===== src/rtl/mem_arb_pkg.sv =====
// Shared types for the unified memory-port arbiter: FSM state, port owner,
// the muxed request bundle and the debug snapshot of the arbitration FSM.
package mem_arb_pkg;

  typedef enum logic {
    IDLE = 1'b0,
    BUSY = 1'b1
  } arb_state_t;

  typedef enum logic [1:0] {
    OWN_NONE = 2'd0,
    OWN_IF   = 2'd1,
    OWN_LS   = 2'd2
  } arb_owner_t;

  typedef struct packed {
    logic        en;
    logic [31:0] addr;
    logic [31:0] data;
    logic [3:0]  write;
  } mem_req_t;

  typedef struct packed {
    arb_state_t state;
    arb_owner_t owner;
    arb_owner_t last;
  } arb_dbg_t;

  // Round-robin pick: on a tie the requester that was not served last wins.
  function automatic arb_owner_t rr_pick(input logic if_en, input logic ls_en,
                                         input arb_owner_t last);
    arb_owner_t pick;
    pick = OWN_NONE;
    if (if_en && ls_en) pick = (last == OWN_IF) ? OWN_LS : OWN_IF;
    else if (if_en)     pick = OWN_IF;
    else if (ls_en)     pick = OWN_LS;
    return pick;
  endfunction

endpackage


===== src/rtl/mem_arb_watchdog.sv =====
// Outstanding-access age counter; expired is high once the count reaches
// TIMEOUT cycles since the access was issued.
module mem_arb_watchdog #(
  parameter int TIMEOUT = 16,
  parameter int CNT_W   = 8
) (
  input  logic clk,
  input  logic rst_i,
  input  logic clear,
  input  logic cnt_en,
  output logic expired
);

  logic [CNT_W-1:0] cnt_q;

  always_ff @(posedge clk) begin
    if (rst_i || clear) cnt_q <= '0;
    else if (cnt_en)    cnt_q <= cnt_q + 1'b1;
  end

  assign expired = (cnt_q == CNT_W'(TIMEOUT));

endmodule


===== src/rtl/mem_port_arbiter.sv =====
// Shares one single-ported memory between instruction fetch (read-only) and
// the load/store path, with round-robin arbitration and a watchdog abort.
module mem_port_arbiter
  import mem_arb_pkg::*;
#(
  parameter int TIMEOUT = 16,
  parameter int CNT_W   = 8
) (
  input  logic        clk,
  input  logic        rst_i,
  input  logic        if_en_i,
  input  logic [31:0] if_addr_i,
  output logic [31:0] if_data_o,
  output logic        if_valid_o,
  input  logic        ls_en_i,
  input  logic [31:0] ls_addr_i,
  input  logic [31:0] ls_data_i,
  input  logic [3:0]  ls_write_i,
  output logic [31:0] ls_data_o,
  output logic        ls_valid_o,
  output logic        mem_en_o,
  output logic [31:0] mem_addr_o,
  output logic [31:0] mem_data_o,
  output logic [3:0]  mem_write_o,
  input  logic [31:0] mem_data_i,
  input  logic        mem_valid_i,
  output logic        timeout_o,
  output logic        busy_o,
  output arb_dbg_t    dbg_o
);

  // Handshake: a requester raises en with stable addr/data and holds it until
  // its one-cycle valid pulse (read data is only meaningful in that cycle);
  // dropping en early abandons the access. On the memory side, any cycle with
  // mem_en_o and mem_valid_i both high completes the access.

  arb_state_t state_q;
  arb_owner_t owner_q;
  arb_owner_t last_q;
  arb_owner_t winner;
  arb_owner_t sel;
  mem_req_t   if_req;
  mem_req_t   ls_req;
  mem_req_t   sel_req;
  logic       expired;
  logic       abort;
  logic       done;
  logic       waiting;

  assign if_req = '{en: if_en_i, addr: if_addr_i, data: 32'h0, write: 4'h0};
  assign ls_req = '{en: ls_en_i, addr: ls_addr_i, data: ls_data_i, write: ls_write_i};

  always_comb begin
    winner = rr_pick(if_en_i, ls_en_i, last_q);
    sel    = (state_q == IDLE) ? winner : owner_q;
    case (sel)
      OWN_IF:  sel_req = if_req;
      OWN_LS:  sel_req = ls_req;
      default: sel_req = '0;
    endcase
  end

  assign abort   = (state_q == BUSY) && sel_req.en && expired && !rst_i;
  assign done    = mem_en_o && mem_valid_i;
  assign waiting = mem_en_o && !mem_valid_i;

  assign mem_en_o    = sel_req.en && !abort && !rst_i;
  assign mem_addr_o  = sel_req.addr;
  assign mem_data_o  = sel_req.data;
  assign mem_write_o = sel_req.write;

  assign if_valid_o = done && (sel == OWN_IF);
  assign ls_valid_o = done && (sel == OWN_LS);
  assign if_data_o  = mem_data_i;
  assign ls_data_o  = mem_data_i;
  assign timeout_o  = abort;
  assign busy_o     = (state_q == BUSY);
  assign dbg_o      = '{state: state_q, owner: owner_q, last: last_q};

  // Counter only runs while an issued access is unanswered; every other
  // cycle (idle, completion, flush, abort) leaves it at zero.
  mem_arb_watchdog #(
    .TIMEOUT (TIMEOUT),
    .CNT_W   (CNT_W)
  ) u_watchdog (
    .clk     (clk),
    .rst_i   (rst_i),
    .clear   (!waiting),
    .cnt_en  (waiting),
    .expired (expired)
  );

  always_ff @(posedge clk) begin
    if (rst_i) begin
      state_q <= IDLE;
      owner_q <= OWN_NONE;
      last_q  <= OWN_IF;
    end else begin
      case (state_q)
        IDLE: begin
          if (mem_en_o) begin
            if (mem_valid_i) begin
              last_q <= winner;
            end else begin
              state_q <= BUSY;
              owner_q <= winner;
            end
          end
        end
        BUSY: begin
          if (!sel_req.en) begin
            state_q <= IDLE;
            owner_q <= OWN_NONE;
          end else if (abort || mem_valid_i) begin
            state_q <= IDLE;
            owner_q <= OWN_NONE;
            last_q  <= owner_q;
          end
        end
        default: state_q <= IDLE;
      endcase
    end
  end

endmodule

===== config.mk =====
export PLATFORM = sky130hd
export DESIGN_NAME = mem_port_arbiter
export DESIGN_NICKNAME = d
export VERILOG_FILES = /design/src/rtl/mem_arb_pkg.sv /design/src/rtl/mem_arb_watchdog.sv /design/src/rtl/mem_port_arbiter.sv
export SDC_FILE = /design/constraint.sdc
export NUM_CORES = 1
export LEC_CHECK = 0
export CAP_MARGIN = 20
export CELL_PAD_IN_SITES_DETAIL_PLACEMENT = 1
export CELL_PAD_IN_SITES_GLOBAL_PLACEMENT = 2
export CORE_MARGIN = 4
export CORE_UTILIZATION = 10
export DETAILED_ROUTE_END_ITERATION = 7
export GPL_TIMING_DRIVEN = 0
export HOLD_SLACK_MARGIN = 0.05
export PLACE_DENSITY = 0.95
export SYNTH_ARGS = -nofsm -noshare
export SYNTH_HDL_FRONTEND = slang
export SYNTH_SLANG_ARGS = --single-unit

===== constraint.sdc =====
create_clock -name clk -period 6.4 [get_ports clk]
set_clock_uncertainty 0.1 [all_clocks]
set_input_delay 1.28 -clock clk [delete_from_list [all_inputs] [get_ports clk]]
set_output_delay 1.28 -clock clk [all_outputs]
set_load 0.02 [all_outputs]

Word-level counts from Yosys, hierarchy flattened

Index checks and enable logic that the tools add are counted.

Flip-flop bits (word level): 13
Bits in latches: 0
Memory bits (writable): 0
ROM bits: 0
Input bits: 137
Memories kept: 0

Add/subtract/negate cells: 1
Multiply operators: 0
Div/mod/pow operators: 0
Order comparisons: 0
Equal/unequal tests: 10
Shifts and indexed selects: 0
Mux-type cells: 21
Bitwise operators: 1
Reductions and logical operators: 18

Operators with widths:

| kind                  | number |
|---|---|
| $pmux W69 S2          | 1 |
| $mux W2               | 13 |
| $logic_and A1 B1 Y1   | 10 |
| $add A8 B1 Y8 const B | 1 |
| $eq A8 B5 Y1 const B  | 1 |
| $pmux W2 S2           | 2 |
| $ne A2 B2 Y1 const B  | 3 |
| $eq A2 B1 Y1 const B  | 2 |
| $logic_not A1 Y1      | 4 |
| $mux W1               | 4 |
| $ne A2 B1 Y1 const B  | 2 |
| $reduce_and A4 Y1     | 1 |
| $ne A3 B2 Y1 const B  | 1 |
| $reduce_and A3 Y1     | 1 |
| $eq A2 B2 Y1 const B  | 1 |
| $logic_or A1 B1 Y1    | 2 |
| $pmux W1 S2           | 1 |
| $not A1 Y1            | 1 |

Depth between registers and ports, before layout

Gate-level depths: netlist of run 1.

Word-level depth: 15
Gate-level depth with buffers: 11
Mapped depth without buffers: 9

Hierarchy

Synthesis of run 1 repeated with hierarchy kept, for this count alone.

Cell total of the unflattened synthesis: 279
Area, all modules: 2029.4 um^2

By module, submodules not included:

| module           | instances | cells each | area each (um^2) | sequential area each (um^2) |
|---|---|---|---|---|
| mem_port_arbiter | 1         | 235        | 1651.6           | 100.1 |
| mem_arb_watchdog | 1         | 44         | 377.9            | 160.2 |

Worst setup path after synthesis of run 1

OpenSTA, ideal clock, no wires.

Path type: input-to-output
Start: input ls_en_i
End: output if_valid_o
Data arrival time: 3105 ps
Data required time: 5020 ps
Path slack: 1915 ps
Stages: 7
Path buffers: 1
Path through: and3b_1 > o21ai_0 > ha_1 > clkbuf_1 > or3_4 > nor2_1 > and3_1

Elaborated cells on any way between the ends: 16
Those cells by class: eq/ne (2); mux (5); reduce/logical (9)

RTL lines:

| element                                             | line                   | source |
|---|---|---|
| start, declared                                     | mem_port_arbiter.sv:15 | `input logic ls_en_i,` |
| $logic_and A1 B1 Y1 *                               | mem_arb_pkg.sv:34      | `if (if_en && ls_en) pick = (last == OWN_IF) ? OWN_LS : OWN_IF;` |
| $mux W2 *                                           | mem_arb_pkg.sv:34      |  |
| $mux W2 *                                           | mem_port_arbiter.sv:55 | `sel = (state_q == IDLE) ? winner : owner_q;` |
| named net sel[0]                                    | mem_port_arbiter.sv:41 | `arb_owner_t sel;` |
| $eq A2 B2 Y1 / $eq A2 B1 Y1 (equally long branches) | mem_port_arbiter.sv:56 | `case (sel)` |
| $pmux W69 S2 *                                      | mem_port_arbiter.sv:56 |  |
| $logic_and A1 B1 Y1 (3 in series)                   | mem_port_arbiter.sv:63 | `assign abort = (state_q == BUSY) && sel_req.en && expired && !rst_i;` |
| $logic_not A1 Y1                                    | mem_port_arbiter.sv:67 | `assign mem_en_o = sel_req.en && !abort && !rst_i;` |
| $logic_and A1 B1 Y1 * (2 in series)                 | mem_port_arbiter.sv:67 |  |
| named net mem_en_o                                  | mem_port_arbiter.sv:21 | `output logic mem_en_o,` |
| $logic_and A1 B1 Y1 *                               | mem_port_arbiter.sv:64 | `assign done = mem_en_o && mem_valid_i;` |
| $logic_and A1 B1 Y1 *                               | mem_port_arbiter.sv:72 | `assign if_valid_o = done && (sel == OWN_IF);` |
| end, declared                                       | mem_port_arbiter.sv:14 | `output logic if_valid_o,` |

Mark *: on every way through the listed nets, which the timed path passes. The rest lies on a longest branch.

Worst setup path after layout of run 1

Start: input ls_en_i
End: output if_valid_o

Elaborated cells on any way between the ends: 16
Those cells by class: eq/ne (2); mux (5); reduce/logical (9)

RTL lines:

| element                                             | line |
|---|---|
| $logic_and A1 B1 Y1 *                               | mem_arb_pkg.sv:34 |
| $mux W2 *                                           | mem_arb_pkg.sv:34 |
| $mux W2 *                                           | mem_port_arbiter.sv:55 |
| named net sel[0]                                    | mem_port_arbiter.sv:41 |
| $eq A2 B2 Y1 / $eq A2 B1 Y1 (equally long branches) | mem_port_arbiter.sv:56, mem_port_arbiter.sv:72 |
| $pmux W69 S2                                        | mem_port_arbiter.sv:56 |
| $logic_and A1 B1 Y1 (3 in series)                   | mem_port_arbiter.sv:63 |
| $logic_not A1 Y1                                    | mem_port_arbiter.sv:67 |
| $logic_and A1 B1 Y1 (2 in series)                   | mem_port_arbiter.sv:67 |
| $logic_and A1 B1 Y1                                 | mem_port_arbiter.sv:64 |
| $logic_and A1 B1 Y1 *                               | mem_port_arbiter.sv:72 |

Marks and branches as above.

==> results of run 1 <==
state kept, by name, indices dropped and copies added, names as in the netlist:
signal,flops
u_watchdog.cnt_q,8
last_q,2
busy_o,1
owner_q,2
cells by family (layout without fill, tap and decap cells):
group,after synthesis,in the layout,synth area share
DFF,13,13,0.141
adders and majority gates,4,4,0.0272
AOI/OAI and AO/OA,43,43,0.173
muxes,2,2,0.0109
buffers and inverters,89,339,0.321
and+or+nand+nor,105,105,0.297
xor gates and xnor gates,6,6,0.0286
power groups by stage:
| stage | combinational [mW] | sequential, mW | clock [mW] |
|---|---|---|---|
| 2_1_floorplan | 0.169 | 0.0862 | 0 |
| 3_3_place_gp | 0.371 | 0.0854 | 0 |
| 3_5_place_dp | 0.375 | 0.0854 | 0 |
| 4_1_cts | 0.376 | 0.0840 | 0.120 |
| 5_1_grt | 0.395 | 0.0841 | 0.124 |
| 6_report | 0.367 | 0.0839 | 0.117 |
cells in the final DEF (no fill, tap or decap):
cell	n
and2_1	37
ha_1	4
or2_2	1
a211oi_1	1
nor4b_1	1
or3_4	1
nand3_1	5
a41oi_1	1
xor2_1	5
buf_4	66
and3b_1	1
buf_6	1
o22ai_1	1
o21ai_0	1
or3_1	3
a311oi_1	1
buf_2	1
xnor2_1	1
and3_1	4
a22oi_2	1
nand2b_1	3
inv_1	7
a41o_1	1
clkdlybuf4s50_1	246
clkbuf_16	3
a21oi_1	4
a22oi_1	32
clkbuf_1	15
nor2_1	43
and4bb_2	1
nand2_1	5
dfxtp_1	13
mux2i_1	2
path summary, 6_finish.rpt:
check                              to  slack [ps]  cells after the start
setup reg to reg  u_watchdog.cnt_q[6]        3720                      9
hold / removal             owner_q[0]         380                      2
setup / recovery           if_valid_o         850                      9
hold reg to reg            owner_q[0]         380                      2
worst max-delay path: cells and delay by family:
| family | cells | cell delay (ps) |
|---|---|---|
| fa+ha+maj | 1 | 280 |
| buf+inv | 3 | 1330 |
| compound gates | 1 | 250 |
| simple gates | 4 | 1020 |
per-stage QoR:
step / area (sq um) / util / hold slack (ps)
global route: 4670 / 0.259 / 420
CTS: 4670 / 0.259 / 387
global placement: 4590 / 0.255 / 369
floorplan: 1840 / - / 348
detailed placement: 4590 / 0.255 / 381
finish: 4670 / 0.259 / 378
layout make-up:
type	count	area [sq um]
buffer	82	564
clock buffer	4	78.8
fill	2162	13400
inverter	7	26.3
multi-input combinational	160	988
sequential	13	260
tap	229	287
timing repair buffer	246	2460
metal layers:
metal,vias up,GRT usage
met2,163,0.184
met4,0,0.0218
met1,1237,0.0919
met5,-,0
li1,1306,-
met3,8,0.0223
==> flow_summary.ini, run 1 <==
[setup_path]
critPathMaxFanout = 8
crit_path_cell_trace = clkdlybuf4s50_1 > and3b_1 > o21ai_0 > ha_1 > clkbuf_1 > or3_4 > nor2_1 > and3_1 > clkdlybuf4s50_1
cpPeakStageDelay_ps = 620
crit_path_start_kind = input port
crit_top_cell = clkdlybuf4s50_1
critPathLaunch = ls_en_i
end_kind = primary output
cp.arrival_ps = 4170
r2r-start = busy_o
crit_required_ps = 5020
slowest_stage = clkdlybuf4s50_1
path_class = input port to primary output

[drt]
vias_per_cell = 3.66
ant_nets = 0
drtIter0Drc = 45
met1_length_um = 3600
dr_wl_met2_um = 5740
top_layer = met4
routed_wl_um = 10600
wl_per_cell_um = 14.3
dr_wl_met3_um = 1140
firstDrtPassIters = 4
drc_errors = 0
num_vias = 2714

[sta]
hold_violations = 0
tns_ps = 0
fin_ws_ps = 850
fin_crit_sh = 0.867
worst_pin_slew_ps = 667
setup_viol = 0
final_max_slew_viol_count = 0
rsz0062_at_grt = false
max_freq_ghz = 0.180
relSlewSlack = 0.555
layout_min_cycle_time_ps = 5550

[floorplan]
die_height_um = 144
io-pin-count = 279
dieArea_sq_mm = 0.0206
row_count = 49
coreArea_sq_mm = 0.0180
die_w_um = 144
initial_core_util = 0.102

[power]
p_int_mw = 0.367
p_comb_frac = 0.646
p_sw_frac = 0.354
clockPowerShare = 0.206
power_switching_mw = 0.201
peakVddDrop_mv = 0.0796
p_leak_nw = 1.81
p_total_mw = 0.568
pwr-share-seq = 0.148
pwr_density_cell_mw_per_mm2 = 122

[clocking]
post_cts_buffers = 0
clk_latency_ps = 240
cts_buffer_depth = 2
numCtsBuffers = 3
clk_pin_slew_ps = 40
htreeDepth = 1
numClockSinks = 13
cts_root_buf = clkbuf_16
cts-hold-fix-buffers = 0
ctsResizeCount = 0
cts_tree = done

[place]
dp_cells = 737
place.gp.congestion = 0.713
place_ws_ps = 780
io_buffers = 246
hpwl_um = 9420

[cells_and_area]
antennaDiodeCount = 0
drive_above_1_share = 0.146
fin_nets = 654
area_delta_synth_final_pct = 154
final_cells = 741

[synthesis]
async_reset_ff_frac = 0
syn_inst = 262
seq_area_frac_synth = 0.141
synth_cell_type_count = 31
yosys_warnings = 0
ys_ff_latch = 13
syn_avg_cell_area_sq_um = 7.02
synth_top_area_frac = 0.269
synth_edf_count = 0
synth.most_common_cell = buf_4
yosys.area.top_type = buf_4
synth_area_sq_mm = 0.00184
syn_nets = 403
yosys_most_used_dff = dfxtp_1
synth_common_cells = 66 x buf_4, 43 x nor2_1, 37 x and2_1
synth_area_leaders = buf_4 27%, dfxtp_1 14%, a22oi_1 13%

[global_routing]
grt_pass1_vias = 2903
antenna_found_initial = 0
grt_max_degree = 11
grt-ovfl-total = 0
grt_usage = 0.0908
grt_pass1_wl_um = 14900

[worst_hold_path]
min_from = owner_q[0]
hold_path_class = register to register

[run_status]
status = finished clean

[run]
drv_cap = 0
Power figures use the tool's default switching activity.
==> run 2, diff against run 1 <==
Settings changed: REMOVE_ABC_BUFFERS set to 1.
==> run 2 against run 1 <==
Against the previous run:
- utilization down 6.4 points
- final area down 25%
- critical path type unchanged
- largest power group unchanged
- largest cell class unchanged
- global-route usage up 2.6 points
- critical endpoint unchanged
- maximum frequency down 7.1%
==> flow_summary.ini, run 2 (synthesis results as in run 1) <==
[power]
pwr_density_cell_mw_per_mm2 = 134
p_int_mw = 0.313
p_total_mw = 0.472
power_switching_mw = 0.159
p_comb_frac = 0.572
p_leak_nw = 1.23
clockPowerShare = 0.251
pwr-share-seq = 0.178
peakVddDrop_mv = 0.147
p_sw_frac = 0.336

[cells_and_area]
layout_common_cells = 182 x clkdlybuf4s50_1, 43 x nor2_1, 37 x and2_1, 32 x a22oi_1, 13 x dfxtp_1
largest_reg_flops = 8
final_common_cell = clkdlybuf4s50_1
drive_above_1_share = 0.0299
antennaDiodeCount = 0
fin_nets = 510
top_register = u_watchdog.cnt_q
utilization = 0.195
area_delta_synth_final_pct = 91.1
largest_registers = u_watchdog.cnt_q (8), last_q (2), owner_q (2)

[drt]
ant_nets = 0
routed_wl_um = 12900
firstDrtPassIters = 4
vias_per_cell = 3.77
num_vias = 2252
drtIter0Drc = 86
drc_errors = 0
wl_per_cell_um = 21.6

[clocking]
cts_tree = done
cts_root_buf = clkbuf_16
ctsResizeCount = 0
cts-hold-fix-buffers = 0
numCtsBuffers = 3
clk_latency_ps = 240
clk_pin_slew_ps = 50
post_cts_buffers = 0
htreeDepth = 1
numClockSinks = 13
cts_buffer_depth = 2

[setup_path]
worstRegToRegCells = 8
critPathMaxFanout = 34
end_kind = primary output
cp.arrival_ps = 4590
r2r-start = busy_o
crit_required_ps = 5020
reg2reg_to = u_watchdog.cnt_q[6]
crit_path_start_kind = input port
r2r_setup_slack_ps = 3230
path_class = input port to primary output

[worst_hold_path]
min_path_cells = 2
hold_path_end = owner_q[0]
min_from = owner_q[0]
hold_path_class = register to register

[sta]
max_freq_ghz = 0.167
relSlewSlack = 0.438
hold_violations = 0
final_max_slew_viol_count = 0
setup_viol = 0
fin_crit_sh = 0.933
fin_ws_ps = 426
layout_min_cycle_time_ps = 5970
tns_ps = 0
worst_pin_slew_ps = 843
rsz0062_at_grt = false

[floorplan]
dieArea_sq_mm = 0.0206
die_w_um = 144
io-pin-count = 279
initial_core_util = 0.102
row_count = 49
coreArea_sq_mm = 0.0180
die_height_um = 144

[global_routing]
grt_max_degree = 50
antenna_found_initial = 0
grt_pass1_wl_um = 17000
grt_pass1_vias = 2236
grt_usage = 0.117
grt-ovfl-total = 0

[run_status]
status = finished clean

[run]
drv_cap = 0

[place]
place.gp.congestion = 0.761
place_ws_ps = 344
hpwl_um = 11200
io_buffers = 182
## run 2: power by group through the flow
stage | sequential, mW | clock, mW | combinational (mW)
final | 0.0840 | 0.118 | 0.270
after global routing | 0.0840 | 0.127 | 0.290
after CTS | 0.0840 | 0.122 | 0.274
after detailed placement | 0.0855 | 0 | 0.274
after global placement | 0.0855 | 0 | 0.262
after floorplan | 0.0864 | 0 | 0.105
## run 2: metal layers
layer	up-vias	GRT usage	wire (um)
li1	1018	-	-
met3	9	0.103	2590
met2	192	0.183	5610
met4	2	0.0154	44
met5	-	0.0431	108
met1	1031	0.119	4570
## run 2: area by class of cell
| cell class | count | area [sq um] |
|---|---|---|
| clock buffers | 4 | 78.8 |
| fillers | 2160 | 14500 |
| inverters | 7 | 26.3 |
| multi-input cells | 160 | 993 |
| flip-flops and latches | 13 | 260 |
| well taps | 229 | 287 |
| repair buffers | 184 | 1870 |
## run 2: per-stage QoR
stage | instance area [sq um] | hold WS (ps) | std cells
2_1_floorplan | 1270 | 349 | 180
3_3_place_gp | 3380 | 369 | 591
3_5_place_dp | 3440 | 377 | 593
4_1_cts | 3510 | 387 | 597
5_1_grt | 3510 | 420 | 597
6_report | 3510 | 382 | 597
## run 2: worst max path at each step
stage / startpoint / endpoint / slack, ps / cells past startpoint
6_report: ls_en_i / if_valid_o / 430 / 9
4_1_cts: ls_en_i / if_valid_o / 350 / 9
5_1_grt: ls_en_i / if_valid_o / 80 / 9
3_3_place_gp: ls_en_i / ls_valid_o / -930 / 11
2_1_floorplan: ls_en_i / if_valid_o / 1080 / 9
3_5_place_dp: ls_en_i / if_valid_o / 340 / 9
## run 2: worst max-delay path, cell delays in order
cell,delay (ps)
clkdlybuf4s50_1,450
and3b_1,190
o21ai_0,270
ha_2,780
a22oi_2,180
or3_4,400
nor2_1,230
and3_1,190
clkdlybuf4s50_1,600
